## config.mk

```make
export PLATFORM = sky130hd
export DESIGN_NAME = mc_ctrl_flat
export DESIGN_NICKNAME = d
export VERILOG_FILES = /design/src/rtl/mc_ctrl_pkg.sv /design/src/rtl/mc_ctrl_if.sv /design/src/rtl/mc_alu_dec.sv /design/src/rtl/mc_ctrl.sv /design/src/flat_wrapper.sv
export SDC_FILE = /design/constraint.sdc
export NUM_CORES = 1
export LEC_CHECK = 0
export ABC_AREA = 1
export CAP_MARGIN = 10
export CORE_ASPECT_RATIO = 1.75
export CORE_MARGIN = 2
export CORE_UTILIZATION = 37
export CTS_BUF_LIST = sky130_fd_sc_hd__clkbuf_16
export CTS_CLUSTER_DIAMETER = 120
export DETAILED_ROUTE_END_ITERATION = 16
export GPL_TIMING_DRIVEN = 0
export PLACE_DENSITY = 0.84
export SLEW_MARGIN = 20
export SYNTH_ARGS = -nofsm -noshare
export SYNTH_HDL_FRONTEND = slang
export SYNTH_SLANG_ARGS = --single-unit
export TNS_END_PERCENT = 20
```

## constraint.sdc

```tcl
create_clock -name clk -period 1.45 [get_ports clk]
set_input_delay 0.29 -clock clk [delete_from_list [all_inputs] [get_ports clk]]
set_output_delay 0.29 -clock clk [all_outputs]
set_load 0.01 [all_outputs]
```

## src/rtl/mc_ctrl_pkg.sv

```systemverilog
// Shared state codes, opcode/funct constants and ALU operation codes for the
// multi-cycle controller.
package mc_ctrl_pkg;

  typedef enum logic [3:0] {
    ST_FETCH  = 4'd0,
    ST_DECODE = 4'd1,
    ST_MEMADR = 4'd2,
    ST_MEMRD  = 4'd3,
    ST_MEMWB  = 4'd4,
    ST_MEMWR  = 4'd5,
    ST_EXEC   = 4'd6,
    ST_ALUWB  = 4'd7,
    ST_BRANCH = 4'd8,
    ST_ADDIEX = 4'd9,
    ST_ADDIWB = 4'd10,
    ST_JUMP   = 4'd11,
    ST_ERR    = 4'd12
  } state_t;

  localparam logic [5:0] OP_RTYPE = 6'b000000;
  localparam logic [5:0] OP_LW    = 6'b100011;
  localparam logic [5:0] OP_SW    = 6'b101011;
  localparam logic [5:0] OP_BEQ   = 6'b000100;
  localparam logic [5:0] OP_BNE   = 6'b000101;
  localparam logic [5:0] OP_ADDI  = 6'b001000;
  localparam logic [5:0] OP_J     = 6'b000010;

  localparam logic [5:0] FN_ADD = 6'b100000;
  localparam logic [5:0] FN_SUB = 6'b100010;
  localparam logic [5:0] FN_AND = 6'b100100;
  localparam logic [5:0] FN_OR  = 6'b100101;
  localparam logic [5:0] FN_SLT = 6'b101010;

  localparam logic [2:0] ALU_AND = 3'b000;
  localparam logic [2:0] ALU_OR  = 3'b001;
  localparam logic [2:0] ALU_ADD = 3'b010;
  localparam logic [2:0] ALU_SUB = 3'b110;
  localparam logic [2:0] ALU_SLT = 3'b111;

  // States that wait on mem_rdy and are covered by the timeout counter.
  function automatic logic isWaitState(input state_t s);
    return (s == ST_FETCH) || (s == ST_MEMRD) || (s == ST_MEMWR);
  endfunction

endpackage

```

## src/rtl/mc_ctrl_if.sv

```systemverilog
// Controller <-> datapath bundle: instruction fields and memory handshake in,
// datapath strobes, mux selects and status out.
interface mc_ctrl_if #(
  parameter int ALU_CTRL_W = 3
);

  logic [5:0]            op;
  logic [5:0]            funct;
  logic                  zero;
  logic                  mem_rdy;

  logic                  mem_req;
  logic                  mem_wr;
  logic                  iord;
  logic                  ir_wr;
  logic                  pc_wr;
  logic                  reg_w;
  logic                  reg_dst;
  logic                  mem2reg;
  logic                  alu_src_a;
  logic [1:0]            alu_src_b;
  logic [1:0]            pc_src;
  logic [ALU_CTRL_W-1:0] alu_ctrl;
  logic [3:0]            state_o;
  logic                  err;
  logic                  instr_done;

  modport master (
    input  op, funct, zero, mem_rdy,
    output mem_req, mem_wr, iord, ir_wr, pc_wr, reg_w, reg_dst, mem2reg,
           alu_src_a, alu_src_b, pc_src, alu_ctrl, state_o, err, instr_done
  );

  modport slave (
    output op, funct, zero, mem_rdy,
    input  mem_req, mem_wr, iord, ir_wr, pc_wr, reg_w, reg_dst, mem2reg,
           alu_src_a, alu_src_b, pc_src, alu_ctrl, state_o, err, instr_done
  );

endinterface

```

## src/rtl/mc_alu_dec.sv

```systemverilog
// R-type funct to ALU operation decode, purely combinational; flags any funct
// without an ALU mapping so the controller can fault instead of writing back.
module mc_alu_dec
  import mc_ctrl_pkg::*;
(
  input  logic [5:0] funct,
  output logic [2:0] aluOp,
  output logic       illegal
);

  always_comb begin
    aluOp   = ALU_ADD;
    illegal = 1'b0;
    case (funct)
      FN_ADD:  aluOp = ALU_ADD;
      FN_SUB:  aluOp = ALU_SUB;
      FN_AND:  aluOp = ALU_AND;
      FN_OR:   aluOp = ALU_OR;
      FN_SLT:  aluOp = ALU_SLT;
      default: illegal = 1'b1;
    endcase
  end

endmodule

```

## src/rtl/mc_ctrl.sv

```systemverilog
// Multi-cycle Moore controller; LW 5 / SW, R, ADDI 4 / BEQ, J 3 cycles at zero wait,
// memory states stall on mem_rdy with a TIMEOUT fault. MC_CTRL_BNE_EN adds BNE.
module mc_ctrl
  import mc_ctrl_pkg::*;
#(
  parameter int TIMEOUT    = 15,
  parameter int ALU_CTRL_W = 3
) (
  input  logic      clk,
  input  logic      rst_n,
  mc_ctrl_if.master bus
);

  localparam int CNT_W = (TIMEOUT < 2) ? 1 : $clog2(TIMEOUT + 1);
  localparam logic [CNT_W-1:0] LIMIT = (TIMEOUT == 0) ? '0 : CNT_W'(TIMEOUT - 1);

  state_t           state;
  state_t           stateNext;
  logic [CNT_W-1:0] waitCnt;
  logic             timeoutHit;
  logic             isStore;
  logic             branchTaken;
  logic [2:0]       decOp;
  logic             decIllegal;
  logic [2:0]       aluSel;

  mc_alu_dec uAluDec (
    .funct   (bus.funct),
    .aluOp   (decOp),
    .illegal (decIllegal)
  );

  // Fault on the cycle the count would reach TIMEOUT; a same-cycle mem_rdy wins.
  assign timeoutHit = (TIMEOUT != 0) && !bus.mem_rdy && (waitCnt == LIMIT);

  always_ff @(posedge clk) begin
    if (!rst_n) begin
      state <= ST_FETCH;
    end else begin
      state <= stateNext;
    end
  end

  always_ff @(posedge clk) begin
    if (!rst_n) begin
      waitCnt <= '0;
    end else if (stateNext != state) begin
      waitCnt <= '0;
    end else if (isWaitState(state) && !bus.mem_rdy && (TIMEOUT != 0)) begin
      waitCnt <= waitCnt + CNT_W'(1);
    end
  end

  always_ff @(posedge clk) begin
    if (!rst_n) begin
      isStore <= 1'b0;
    end else if (state == ST_DECODE) begin
      isStore <= (bus.op == OP_SW);
    end
  end

`ifdef MC_CTRL_BNE_EN
  logic isBne;

  always_ff @(posedge clk) begin
    if (!rst_n) begin
      isBne <= 1'b0;
    end else if (state == ST_DECODE) begin
      isBne <= (bus.op == OP_BNE);
    end
  end

  assign branchTaken = bus.zero ^ isBne;
`else
  assign branchTaken = bus.zero;
`endif

  always_comb begin
    stateNext = ST_ERR;
    case (state)
      ST_FETCH: begin
        if (bus.mem_rdy)     stateNext = ST_DECODE;
        else if (timeoutHit) stateNext = ST_ERR;
        else                 stateNext = ST_FETCH;
      end
      ST_DECODE: begin
        case (bus.op)
          OP_LW, OP_SW: stateNext = ST_MEMADR;
          OP_RTYPE:     stateNext = ST_EXEC;
          OP_BEQ:       stateNext = ST_BRANCH;
`ifdef MC_CTRL_BNE_EN
          OP_BNE:       stateNext = ST_BRANCH;
`endif
          OP_ADDI:      stateNext = ST_ADDIEX;
          OP_J:         stateNext = ST_JUMP;
          default:      stateNext = ST_ERR;
        endcase
      end
      ST_MEMADR: stateNext = isStore ? ST_MEMWR : ST_MEMRD;
      ST_MEMRD: begin
        if (bus.mem_rdy)     stateNext = ST_MEMWB;
        else if (timeoutHit) stateNext = ST_ERR;
        else                 stateNext = ST_MEMRD;
      end
      ST_MEMWR: begin
        if (bus.mem_rdy)     stateNext = ST_FETCH;
        else if (timeoutHit) stateNext = ST_ERR;
        else                 stateNext = ST_MEMWR;
      end
      ST_EXEC:   stateNext = decIllegal ? ST_ERR : ST_ALUWB;
      ST_ADDIEX: stateNext = ST_ADDIWB;
      ST_MEMWB, ST_ALUWB, ST_ADDIWB, ST_BRANCH, ST_JUMP: stateNext = ST_FETCH;
      ST_ERR:    stateNext = ST_ERR;
      default:   stateNext = ST_ERR;
    endcase
  end

  always_comb begin
    bus.mem_req    = 1'b0;
    bus.mem_wr     = 1'b0;
    bus.iord       = 1'b0;
    bus.ir_wr      = 1'b0;
    bus.pc_wr      = 1'b0;
    bus.reg_w      = 1'b0;
    bus.reg_dst    = 1'b0;
    bus.mem2reg    = 1'b0;
    bus.alu_src_a  = 1'b0;
    bus.alu_src_b  = 2'b00;
    bus.pc_src     = 2'b00;
    bus.err        = 1'b0;
    bus.instr_done = 1'b0;
    aluSel         = ALU_ADD;
    case (state)
      ST_FETCH: begin
        bus.mem_req   = 1'b1;
        bus.alu_src_b = 2'b01;
        bus.ir_wr     = bus.mem_rdy;
        bus.pc_wr     = bus.mem_rdy;
      end
      ST_DECODE: bus.alu_src_b = 2'b11;
      ST_MEMADR, ST_ADDIEX: begin
        bus.alu_src_a = 1'b1;
        bus.alu_src_b = 2'b10;
      end
      ST_MEMRD: begin
        bus.mem_req = 1'b1;
        bus.iord    = 1'b1;
      end
      ST_MEMWR: begin
        bus.mem_req    = 1'b1;
        bus.mem_wr     = 1'b1;
        bus.iord       = 1'b1;
        bus.instr_done = bus.mem_rdy;
      end
      ST_MEMWB: begin
        bus.reg_w      = 1'b1;
        bus.mem2reg    = 1'b1;
        bus.instr_done = 1'b1;
      end
      ST_EXEC: begin
        bus.alu_src_a = 1'b1;
        aluSel        = decOp;
      end
      ST_ALUWB: begin
        bus.reg_w      = 1'b1;
        bus.reg_dst    = 1'b1;
        bus.instr_done = 1'b1;
      end
      ST_ADDIWB: begin
        bus.reg_w      = 1'b1;
        bus.instr_done = 1'b1;
      end
      ST_BRANCH: begin
        bus.alu_src_a  = 1'b1;
        aluSel         = ALU_SUB;
        bus.pc_src     = 2'b01;
        bus.pc_wr      = branchTaken;
        bus.instr_done = 1'b1;
      end
      ST_JUMP: begin
        bus.pc_src     = 2'b10;
        bus.pc_wr      = 1'b1;
        bus.instr_done = 1'b1;
      end
      ST_ERR:  bus.err = 1'b1;
      default: ;
    endcase
  end

  // Wider ALU control buses carry the 3-bit op in the low bits, upper bits zero.
  always_comb begin
    bus.alu_ctrl      = '0;
    bus.alu_ctrl[2:0] = aluSel;
  end

  assign bus.state_o = state;

endmodule

```

## src/flat_wrapper.sv

```systemverilog
// flat-port wrapper written by rule: the top's interface ports become plain ports
module mc_ctrl_flat import mc_ctrl_pkg::*;
#(
  parameter int TIMEOUT    = 15,
  parameter int ALU_CTRL_W = 3
)
  (clk, rst_n, bus_op, bus_funct, bus_zero, bus_mem_rdy, bus_mem_req, bus_mem_wr, bus_iord, bus_ir_wr, bus_pc_wr, bus_reg_w, bus_reg_dst, bus_mem2reg, bus_alu_src_a, bus_alu_src_b, bus_pc_src, bus_alu_ctrl, bus_state_o, bus_err, bus_instr_done);
  mc_ctrl_if #(.ALU_CTRL_W(ALU_CTRL_W)) bus_i ();
  input  logic clk;
  input  logic rst_n;
  input wire logic [$bits(bus_i.op)-1:0] bus_op;
  input wire logic [$bits(bus_i.funct)-1:0] bus_funct;
  input wire logic [$bits(bus_i.zero)-1:0] bus_zero;
  input wire logic [$bits(bus_i.mem_rdy)-1:0] bus_mem_rdy;
  output wire logic [$bits(bus_i.mem_req)-1:0] bus_mem_req;
  output wire logic [$bits(bus_i.mem_wr)-1:0] bus_mem_wr;
  output wire logic [$bits(bus_i.iord)-1:0] bus_iord;
  output wire logic [$bits(bus_i.ir_wr)-1:0] bus_ir_wr;
  output wire logic [$bits(bus_i.pc_wr)-1:0] bus_pc_wr;
  output wire logic [$bits(bus_i.reg_w)-1:0] bus_reg_w;
  output wire logic [$bits(bus_i.reg_dst)-1:0] bus_reg_dst;
  output wire logic [$bits(bus_i.mem2reg)-1:0] bus_mem2reg;
  output wire logic [$bits(bus_i.alu_src_a)-1:0] bus_alu_src_a;
  output wire logic [$bits(bus_i.alu_src_b)-1:0] bus_alu_src_b;
  output wire logic [$bits(bus_i.pc_src)-1:0] bus_pc_src;
  output wire logic [$bits(bus_i.alu_ctrl)-1:0] bus_alu_ctrl;
  output wire logic [$bits(bus_i.state_o)-1:0] bus_state_o;
  output wire logic [$bits(bus_i.err)-1:0] bus_err;
  output wire logic [$bits(bus_i.instr_done)-1:0] bus_instr_done;
  assign bus_i.op = bus_op;
  assign bus_i.funct = bus_funct;
  assign bus_i.zero = bus_zero;
  assign bus_i.mem_rdy = bus_mem_rdy;
  assign bus_mem_req = bus_i.mem_req;
  assign bus_mem_wr = bus_i.mem_wr;
  assign bus_iord = bus_i.iord;
  assign bus_ir_wr = bus_i.ir_wr;
  assign bus_pc_wr = bus_i.pc_wr;
  assign bus_reg_w = bus_i.reg_w;
  assign bus_reg_dst = bus_i.reg_dst;
  assign bus_mem2reg = bus_i.mem2reg;
  assign bus_alu_src_a = bus_i.alu_src_a;
  assign bus_alu_src_b = bus_i.alu_src_b;
  assign bus_pc_src = bus_i.pc_src;
  assign bus_alu_ctrl = bus_i.alu_ctrl;
  assign bus_state_o = bus_i.state_o;
  assign bus_err = bus_i.err;
  assign bus_instr_done = bus_i.instr_done;
  mc_ctrl #(.TIMEOUT(TIMEOUT), .ALU_CTRL_W(ALU_CTRL_W)) u_core (.clk(clk), .rst_n(rst_n), .bus(bus_i));
endmodule
```

==> reports/metrics.cfg <==
[detailed_routing]
wl_met1_um=1380
wl_met2_um=2340
ant_nets=0
wl_met3_um=209
via_per_inst=5.47
wl_per_cell_um=15.5
first_pass_iters=4
drt-total-wl_um=4170
drc=0
top_layer=met4
first_iter_violations=38
via_count=1476

[placement]
placedCellCount=249
dp_hpwl_um=2310
io_buffers=37
place_congestion=0.920
placed_cell_area_mm2=0.00139

[timing]
hold_slack_ns=0.445
max-slew-margin-rel=0.834
fin_crit_sh=1.19
fmax_ghz=0.578
skew_ns=0.00138
fin_ws_ns=-0.279
hold_viol_final=0
period_minus_slack_ns=1.73
worstMarginPinSlew_ns=0.248
rsz0062_at_grt=yes
finalSetupViolCount=17
slew_viol_final=0

[status]
violations=setup timing
outcome=finished with violations

[synthesis]
synth_cells=186
ys_types=21
synth_seq_cells=9
synth_nets=204
yosys_warnings=0
syn_area_per_cell_um2=5.29
ys_seq_area_frac=0.183
netlist_area_um2=983

[pwr]
total_power_mw=1.37
p_sw_frac=0.358
pwr-share-comb=0.429
power_density_mw_per_mm2=757
power.switching_mw=0.491
leakagePower_nw=0.992
pwr-share-clk=0.351
p_int_mw=0.879
irDropWorstVdd_v=0.000877
seq_power_share=0.220

[finish]
finalNonFillerCells=270
fillerInstances=200
final_util=0.717
antennaDiodeCount=0
stdcell_area_mm2=0.00181
finalNetCount=263
syn2layout_area_growth_pct=83.8
layout-drive-gt1-share=0.471

[clock_tree]
cts_root_buffer=clkbuf_16
cts_tree=built
cts_buffers=3
insertion_delay_ns=0.24
path_clk_slew_ns=0.04
clock_sinks=9
cts_max_level=1
clockBufferDepth=2

[worst_setup_path]
end_kind=register
critPathSlowestCell=dfxtp_4
r2r_slack_ns=-0.28
cp-start-kind=register
cpMostUsedCell=nor2_1
critPathRequiredTime_ns=1.62
worstSetupPathType=reg2reg
critPathTopFamily=simple AND/OR/NAND/NOR gates
cp_max_fo=6
worst-path-buf-inv=3
crit_path_max_incr_delay_ns=0.38
crit_arrival_ns=1.90
crit_chain=buf_4 > nand2_1 > inv_1 > nor2_1 > nand3_1 > nor2_1 > nand2_1 > inv_1 > nor2_1 > nor2_2 > nand3_4 > nor2_1

[global_route]
grt_overflow=0
grt_pass1_wl_um=5430
grt_use_total=0.227
grt_max_degree=7
grt_pass1_vias=1321
antenna_found_initial=0

[floorplan]
fp-row-count=24
ios=38
die_area_mm2=0.00310
die_w_um=43.0
die_h_um=72.2
core_mm2=0.00252
initial_utilization=0.390

[job]
maxCapViolCount=0

[min_path]
hold_class=in2reg

-- layout make-up --
type / count / area (µm²) / share of cell area
Clock buffer: 3 / 75.1 / 0.0415
Clock inverter: 1 / 3.75 / 0.00208
Inverter: 35 / 154 / 0.0851
Multi-Input combinational cell: 142 / 913 / 0.505
Sequential cell: 9 / 200 / 0.111
Tap cell: 26 / 32.5 / 0.0180
Timing Repair Buffer: 54 / 429 / 0.237
-- cells in the mapped netlist --
| cell type | instances | share of area |
|---|---|---|
| inv_1 | 33 | 0.13 |
| nor2_1 | 43 | 0.16 |
| nand2_2 | 4 | 0.025 |
| o21ai_0 | 3 | 0.015 |
| a211o_1 | 1 | 0.0089 |
| nand4_1 | 3 | 0.019 |
| nor2_2 | 6 | 0.038 |
| dfxtp_1 | 9 | 0.18 |
| nand3_2 | 2 | 0.020 |
| nand2_1 | 45 | 0.17 |
| inv_2 | 2 | 0.0076 |
| nor3_1 | 1 | 0.0051 |
| nand3b_1 | 2 | 0.015 |
| nand3_1 | 17 | 0.087 |
| xor2_1 | 2 | 0.018 |
| o211ai_1 | 2 | 0.015 |
| ha_1 | 2 | 0.025 |
| o22ai_1 | 1 | 0.0064 |
| a21oi_1 | 6 | 0.031 |
| or2_4 | 1 | 0.0089 |
| xnor2_1 | 1 | 0.0089 |
-- path summary, 6_finish.rpt --
| kind | start | end | depth (start not counted) |
|---|---|---|---|
| setup / recovery | u_core.bus.state_o[3]$_SDFF_PN0_ | u_core.waitCnt[0]$_SDFFE_PP0P_ | 12 |
| hold / removal | bus_op[4] | u_core.isStore$_SDFFE_PN0P_ | 4 |
| setup reg to reg | u_core.bus.state_o[3]$_SDFF_PN0_ | u_core.waitCnt[0]$_SDFFE_PP0P_ | 12 |
| hold reg to reg | u_core.isStore$_SDFFE_PN0P_ | u_core.isStore$_SDFFE_PN0P_ | 2 |
-- kinds of logic after synthesis --
logic type,count (synthesis),synth area share
flops,9,0.183
simple gates,124,0.555
buf+inv,35,0.134
compound gates,13,0.0763
fa+ha+maj,2,0.0254
xor+xnor,3,0.0267
-- state kept, by name (all words and copies together), names as in the netlist --
signal and cells:
u_core.isStore 1, u_core.waitCnt 4, u_core.bus.state_o 4
-- power groups by stage --
stage / Combinational [mW] / Clock (mW) / Sequential, mW
final: 0.587 / 0.481 / 0.301
after global routing: 0.628 / 0.497 / 0.303
after CTS: 0.491 / 0.483 / 0.292
after detailed placement: 0.430 / 0 / 0.292
after global placement: 0.428 / 0 / 0.291
after floorplan: 0.235 / 0 / 0.291
-- repair_timing --
action / 4_1_cts / 5_1_grt
pin swaps: 14 / 21
gates resized for setup: 118 / 68
setup endpoints to repair: 27 / 25
hold buffers: 0 / 0
buffers inserted: 14 / 3
-- cells in the final DEF, fill, tap and decap left out, drive strengths merged, types with 3 or more instances in the layout --
master        count
dlygate4sd2       7
clkbuf            7
buf              33
inv              36
dlymetal6s2s      6
dfxtp             9
nand3            19
nand4             3
nor2             49
o21ai             3
nand2            49
a21oi             6
-- per-layer routing --
metal  vias to the layer above  global-route usage
met2                        82               0.451
met4                         0               0.131
met3                        27              0.0299
li1                        690                   -
met5                         -                   0
met1                       677               0.207
-- worst register-to-register path, stage by stage (launching register included) --
cell and delay, ns:
dfxtp_4 0.38, buf_4 0.15, nand2_1 0.12, inv_1 0.08
nor2_1 0.14, nand3_1 0.09, nor2_1 0.12, nand2_1 0.07
inv_1 0.07, nor2_1 0.06, nor2_2 0.15, nand3_4 0.12
nor2_1 0.10
-- metrics by stage --
stage / worst slack (ns) / TNS [ns]
after floorplan: 0.00377 / 0
after global placement: -0.764 / -8.76
after detailed placement: -0.784 / -9.04
after CTS: -0.253 / -2.40
after global routing: -0.382 / -3.66
final: -0.279 / -2.65
(Power assumes the default switching activity.)
